--- config.mk ---
export PLATFORM = sky130hd
export DESIGN_NAME = removal_pass_scheduler
export DESIGN_NICKNAME = d
export VERILOG_FILES = /design/src/rtl/removal_pass_scheduler.sv
export SDC_FILE = /design/constraint.sdc
export NUM_CORES = 1
export LEC_CHECK = 0
export ABC_AREA = 1
export ABC_CLOCK_PERIOD_IN_PS = 17700
export CAP_MARGIN = 20
export CORE_AREA = 2 2 365 367
export CTS_BUF_LIST = sky130_fd_sc_hd__clkbuf_4 sky130_fd_sc_hd__clkbuf_8
export CTS_CLUSTER_DIAMETER = 80
export DETAILED_ROUTE_END_ITERATION = 6
export DIE_AREA = 0 0 367 369
export SLEW_MARGIN = 20
export SYNTH_ARGS = -nofsm -noshare
export SYNTH_HDL_FRONTEND = slang
export SYNTH_SLANG_ARGS = --single-unit
--- constraint.sdc ---
create_clock -name clk -period 17.7 [get_ports clk]
set_clock_uncertainty 0.2 [all_clocks]
set_input_delay 1.77 -clock clk [delete_from_list [all_inputs] [get_ports clk]]
set_output_delay 1.77 -clock clk [all_outputs]
set_load 0.03 [all_outputs]
--- src/rtl/removal_pass_scheduler.sv ---
`default_nettype none
// ----------------------------------------------------------------------------
// removal_pass_scheduler: streams 3-row windows per pass until no roll is removed
// Revision 1.0
// ----------------------------------------------------------------------------
module removal_pass_scheduler #(
  parameter int WIDTH      = 140,
  parameter int HEIGHT     = 140,
  parameter int ROW_AW     = 8,
  parameter int CNT_W      = 15,
  parameter int MAX_PASSES = 255
) (
  input  logic              clk,
  input  logic              rst,
  input  logic              start_i,
  output logic              busy_o,
  output logic              done_o,
  output logic [CNT_W-1:0]  first_pass_o,
  output logic [CNT_W-1:0]  total_removed_o,
  output logic [7:0]        pass_count_o,
  output logic              mem_rd_en_o,
  output logic [ROW_AW-1:0] mem_rd_addr_o,
  input  logic [WIDTH-1:0]  mem_rd_data_i,
  output logic              mem_wr_en_o,
  output logic [ROW_AW-1:0] mem_wr_addr_o,
  output logic [WIDTH-1:0]  mem_wr_data_o,
  output logic              dp_valid_o,
  output logic [ROW_AW-1:0] dp_row_idx_o,
  output logic [WIDTH-1:0]  dp_row_n_o,
  output logic [WIDTH-1:0]  dp_row_c_o,
  output logic [WIDTH-1:0]  dp_row_s_o,
  input  logic              dp_out_valid_i,
  input  logic [ROW_AW-1:0] dp_out_idx_i,
  input  logic [WIDTH-1:0]  dp_out_row_i,
  input  logic [7:0]        dp_out_cnt_i
);

  localparam int                PTR_W        = ROW_AW + 1;
  localparam logic [PTR_W-1:0]  c_HEIGHT     = PTR_W'(HEIGHT);
  localparam logic [7:0]        c_MAX_PASSES = 8'(MAX_PASSES);

  localparam logic [2:0] c_IDLE  = 3'd0;
  localparam logic [2:0] c_FETCH = 3'd1;
  localparam logic [2:0] c_SWEEP = 3'd2;
  localparam logic [2:0] c_DRAIN = 3'd3;
  localparam logic [2:0] c_CHECK = 3'd4;
  localparam logic [2:0] c_DONE  = 3'd5;

  logic [2:0]       state_q, state_d;
  logic [PTR_W-1:0] rd_ptr_q, win_cnt_q, res_cnt_q;
  logic             rd_vld_q, dp_valid_q;
  logic [ROW_AW-1:0] dp_idx_q;
  logic [WIDTH-1:0] n_q, c_q, s_q;
  logic [CNT_W-1:0] pass_rm_q, first_q, total_q;
  logic [7:0]       pass_cnt_q;

  logic             w_accept, w_res_ok, w_shift, w_in_sweep, w_clear;
  logic [CNT_W:0]   w_sum;

  always_ff @(posedge clk or posedge rst) begin
    if (rst) state_q <= c_IDLE;
    else     state_q <= state_d;
  end

  always_comb begin
    state_d = state_q;
    case (state_q)
      c_IDLE, c_DONE: if (start_i) state_d = c_FETCH;
      c_FETCH:        state_d = c_SWEEP;
      // The pad shift (south = 0) happens in the cycle win_cnt reaches HEIGHT.
      c_SWEEP:        if (win_cnt_q == c_HEIGHT) state_d = c_DRAIN;
      c_DRAIN:        if (res_cnt_q == c_HEIGHT) state_d = c_CHECK;
      c_CHECK: begin
        if ((pass_rm_q == '0) || ((pass_cnt_q + 8'd1) == c_MAX_PASSES)) state_d = c_DONE;
        else                                                           state_d = c_FETCH;
      end
      default:        state_d = c_IDLE;
    endcase
  end

  always_comb begin
    w_in_sweep      = (state_q == c_FETCH) || (state_q == c_SWEEP);
    w_clear         = (state_q == c_IDLE) || (state_q == c_DONE) || (state_q == c_CHECK);
    w_accept        = ((state_q == c_IDLE) || (state_q == c_DONE)) && start_i;
    w_res_ok        = dp_out_valid_i && ((state_q == c_SWEEP) || (state_q == c_DRAIN));
    w_shift         = rd_vld_q || (win_cnt_q == c_HEIGHT);
    w_sum           = {1'b0, total_q} + {1'b0, pass_rm_q};
    busy_o          = (state_q != c_IDLE) && (state_q != c_DONE);
    done_o          = (state_q == c_DONE);
    mem_rd_en_o     = w_in_sweep && (rd_ptr_q < c_HEIGHT);
    mem_rd_addr_o   = mem_rd_en_o ? ROW_AW'(rd_ptr_q) : '0;
    mem_wr_en_o     = w_res_ok;
    mem_wr_addr_o   = w_res_ok ? dp_out_idx_i : '0;
    mem_wr_data_o   = w_res_ok ? dp_out_row_i : '0;
    dp_valid_o      = dp_valid_q;
    dp_row_idx_o    = dp_idx_q;
    dp_row_n_o      = n_q;
    dp_row_c_o      = c_q;
    dp_row_s_o      = s_q;
    first_pass_o    = first_q;
    total_removed_o = total_q;
    pass_count_o    = pass_cnt_q;
  end

  always_ff @(posedge clk or posedge rst) begin
    if (rst) begin
      rd_ptr_q   <= '0;
      win_cnt_q  <= '0;
      res_cnt_q  <= '0;
      rd_vld_q   <= 1'b0;
      dp_valid_q <= 1'b0;
      dp_idx_q   <= '0;
      n_q        <= '0;
      c_q        <= '0;
      s_q        <= '0;
      pass_rm_q  <= '0;
      first_q    <= '0;
      total_q    <= '0;
      pass_cnt_q <= '0;
    end else begin
      rd_vld_q   <= mem_rd_en_o;
      dp_valid_q <= 1'b0;
      if (mem_rd_en_o) rd_ptr_q <= rd_ptr_q + 1'b1;
      if (w_in_sweep) begin
        if (w_shift) begin
          n_q       <= c_q;
          c_q       <= s_q;
          s_q       <= rd_vld_q ? mem_rd_data_i : '0;
          win_cnt_q <= win_cnt_q + 1'b1;
          // Centre holds a real row once two shifts have happened.
          if (win_cnt_q != '0) begin
            dp_valid_q <= 1'b1;
            dp_idx_q   <= ROW_AW'(win_cnt_q - 1'b1);
          end
        end
      end else if (w_clear) begin
        n_q       <= '0;
        c_q       <= '0;
        s_q       <= '0;
        rd_ptr_q  <= '0;
        win_cnt_q <= '0;
        res_cnt_q <= '0;
      end
      if (w_res_ok) begin
        res_cnt_q <= res_cnt_q + 1'b1;
        pass_rm_q <= pass_rm_q + CNT_W'(dp_out_cnt_i);
      end
      if (w_accept) begin
        first_q    <= '0;
        total_q    <= '0;
        pass_cnt_q <= '0;
        pass_rm_q  <= '0;
      end
      if (state_q == c_CHECK) begin
        pass_cnt_q <= pass_cnt_q + 8'd1;
        total_q    <= w_sum[CNT_W] ? {CNT_W{1'b1}} : w_sum[CNT_W-1:0];
        if (pass_cnt_q == 8'd0) first_q <= pass_rm_q;
        pass_rm_q  <= '0;
      end
    end
  end

endmodule
`default_nettype wire

==> flow_summary_export.csv <==
group,metric,value,unit
run_status,status,"finished clean",
power_and_ir_drop,p_sw,3.15,mW
cts,clk_pin_slew,50,ps
floorplanning,io_pins,927,
global_route,track_usage,17.1,%
cts,cts_resized,0,
synth,synth_cells,2668,
worst_setup_path,worstSetupStartpointType,"input pin",
finish,multiInputGateArea,7460,µm²
worst_setup_path,reg2reg_from,"win_cnt_q[0]",
finish,fin_nets,3888,
drt,wl_per_cell,22.2,µm
sta,fin_tns_setup,0,ps
synth,ys_types,43,
power_and_ir_drop,irDropWorstVdd,0.208,mV
floorplanning,fp.dieW,367,µm
drt,vias,22100,
worst_hold_path,hold_class,"reg2reg",
finish,final_common_cell,"clkdlybuf4s50_1",
drt,drt_wl_total,120000,µm
worst_setup_path,crit_arrival,4190,ps
power_and_ir_drop,p_clk_share,19.9,%
floorplanning,rows,133,
finish,register_area,12800,µm²
drt,m1WireLength,46500,µm
drt,drtPass1Iterations,5,
finish,area_delta_synth_final,57.1,%
power_and_ir_drop,power-per-cell-area,180,nW/µm²
sta,slew_viol_final,0,
drt,vias_per_cell,4.10,
power_and_ir_drop,p_comb_share,52.3,%
global_route,antenna_found_initial,33,
synth,synth.top_cells.by_area,"dfrtp_1, inv_1, nand3_1, o21ai_0, nand2_1",
drt,drc,0,
power_and_ir_drop,p_seq_share,27.8,%
sta,fmax,0.162,GHz
worst_setup_path,r2r_end,"dp_row_c_o[105]",
power_and_ir_drop,cell_internal_pwr,3.33,mW
drt,postRouteAntennaNets,0,
finish,fillers,14100,
worst_setup_path,cp-end-kind,"output pin",
drt,dr_wl_met2,55500,µm
sta,worst_pin_slew,1240,ps
power_and_ir_drop,power,6.48,mW
sta,rsz0062_at_grt,"no",
drt,wl_met3,11200,µm
drt,top_layer,"met5",
cts,postCtsHoldBufs,0,
worst_setup_path,critical_path_class,"in2out",
synth,syn-cell-area,23000,µm²
placed_design,hpwl,93900,µm
floorplanning,initial_core_util,17.5,%
cts,clk_path_buf_depth,3,
sta,relSlewSlack,17.1,%
sta,hold_viol,0,
synth,async_reset_ff_share,100,%
cts,cts.sinks,513,
worst_setup_path,crit_fanout,161,
worst_setup_path,endpoint,"mem_wr_data_o[128]",
sta,setup_viol,0,
drt,first_iter_violations,1355,
power_and_ir_drop,switching_share,48.6,%
sta,period_minus_slack,6160,ps
global_route,grt_pass1_wl,165000,µm
worst_setup_path,worst-r2r-setup-slack,12790,ps
worst_setup_path,reg2reg_depth,11,
floorplanning,core_area,131000,µm²
global_route,grt_pass1_vias,21700,
placed_design,gp_congestion,0.989,
sta,period_share,34.8,%
worst_setup_path,crit_required,15730,ps
floorplanning,die_area,135000,µm²
synth,syn_nets,3003,
placed_design,numPortBuffers,926,
cts,root_buffer,"clkbuf_8",
worst_hold_path,holdPathStages,2,
finish,layout_common_cells,"clkdlybuf4s50_1, dfrtp_1, inv_1, nand3_1, nand2_1",
cts,insertion_delay,810,ps
global_route,grt_max_degree,218,
synth,synth_ff_type,"dfrtp_1",
floorplanning,die_h,369,µm
sta,hold_ws,309,ps
power_and_ir_drop,p_leak,15.8,nW
synth,yosysSeqAreaShare,55.9,%
synth,synth_edf_count,0,
cts,post_cts_buffers,0,
global_route,grt_overflow,0,
synth,ys_seq_elements,513,
synth,yosysTopAreaCellShare,55.9,%
synth,syn_avg_cell_area,8.61,µm²
job,maxCapViolations,0,
finish,drive_gt1_share,5.85,%
cts,numCtsBuffers,95,
cts,cts_tree,"done",
worst_setup_path,startpoint,"dp_out_valid_i",
synth,synth.largest_area_cell,"dfrtp_1",
cts,htreeDepth,3,
synth,yosys_warnings,0,
[routing by layer]
layer | global-route usage [%] | vias up
met5 | 0 | -
met2 | 27.1 | 859
met4 | 9.64 | 22
li1 | - | 10300
met1 | 19.4 | 10700
met3 | 6.98 | 203
[critical path, stage by stage]
cell and delay, ps:
clkdlybuf4s50_1 410, and3_1 180, buf_4 210, inv_6 740, nor2_1 120, clkdlybuf4s50_1 650
[cell usage after synthesis (2+ instances only)]
cell / count
inv_1: 511
o22ai_1: 119
buf_1: 7
nor3_1: 9
buf_2: 103
ha_1: 33
clkbuf_1: 42
xnor2_1: 3
o21ai_1: 128
dfrtp_1: 513
nand3b_1: 4
nor2_2: 2
nand2_1: 249
nand2_4: 2
nand3_1: 372
a22oi_1: 2
a21o_1: 2
and2_1: 3
nor2_1: 238
nand2_2: 3
nand4_1: 18
inv_2: 6
xor2_1: 19
a21oi_1: 56
o21ai_0: 199
fa_1: 2
buf_4: 7
[power groups by stage]
stage                     combinational (mW)  clock, mW  sequential (mW)
after floorplan                         1.40          0             2.38
after global placement                  3.39          0             1.80
after detailed placement                3.40          0             1.81
after CTS                               3.42       1.34             1.80
after global routing                    3.61       1.38             1.84
final                                   3.39       1.29             1.80
[stage by stage]
stage               instance area [µm²]  instances  utilization, %  setup slack [ps]
floorplan                         23000       2668               -              1400
global placement                  33900       5211            25.9             11400
detailed placement                33900       5211            25.9             11400
CTS                               36100       5380            27.5             11600
global route                      36100       5385            27.5             11420
finish                            36100       5392            27.5             11540
[worst min path at each step]
stage | from | end
floorplan | res_cnt_q[3] | res_cnt_q[3]
global placement | dp_row_n_o[5] | dp_row_n_o[5]
detailed placement | dp_row_n_o[41] | dp_row_n_o[41]
CTS | dp_row_n_o[41] | dp_row_n_o[41]
global route | dp_row_n_o[100] | dp_row_n_o[100]
finish | dp_row_n_o[81] | dp_row_n_o[81]
[sequential cells by signal, summed over array words and instances, names as in the netlist, 3 cells and up]
signal	flops
pass_count_o	8
win_cnt_q	9
dp_row_c_o	140
first_pass_o	15
rd_ptr_q	9
res_cnt_q	9
dp_row_s_o	140
state_q	3
dp_row_n_o	140
total_removed_o	15
pass_rm_q	15
dp_row_idx_o	8
[cells by family (layout without fill, tap and decap cells)]
logic type	Yosys count	after routing	synth area share (%)
and+or+nand+nor	906	906	17.5
buffers and inverters	677	1634	11.8
AOI/OAI and AO/OA	514	514	12.1
DFF	513	513	55.9
adders and majority gates	35	35	1.97
xor gates and xnor gates	22	22	0.839
muxes	1	1	0.0436
other	0	12	0
[layout make-up]
class | instances | area share [%]
diodes | 12 | 0.0832
clock buffers | 145 | 4.99
clock inverters | 24 | 0.978
inverters | 517 | 5.41
multi-input cells | 1478 | 20.7
flip-flops and latches | 513 | 35.6
well taps | 1755 | 6.08
repair buffers | 948 | 26.2
Note: power is estimated with default switching activity, not from simulation.
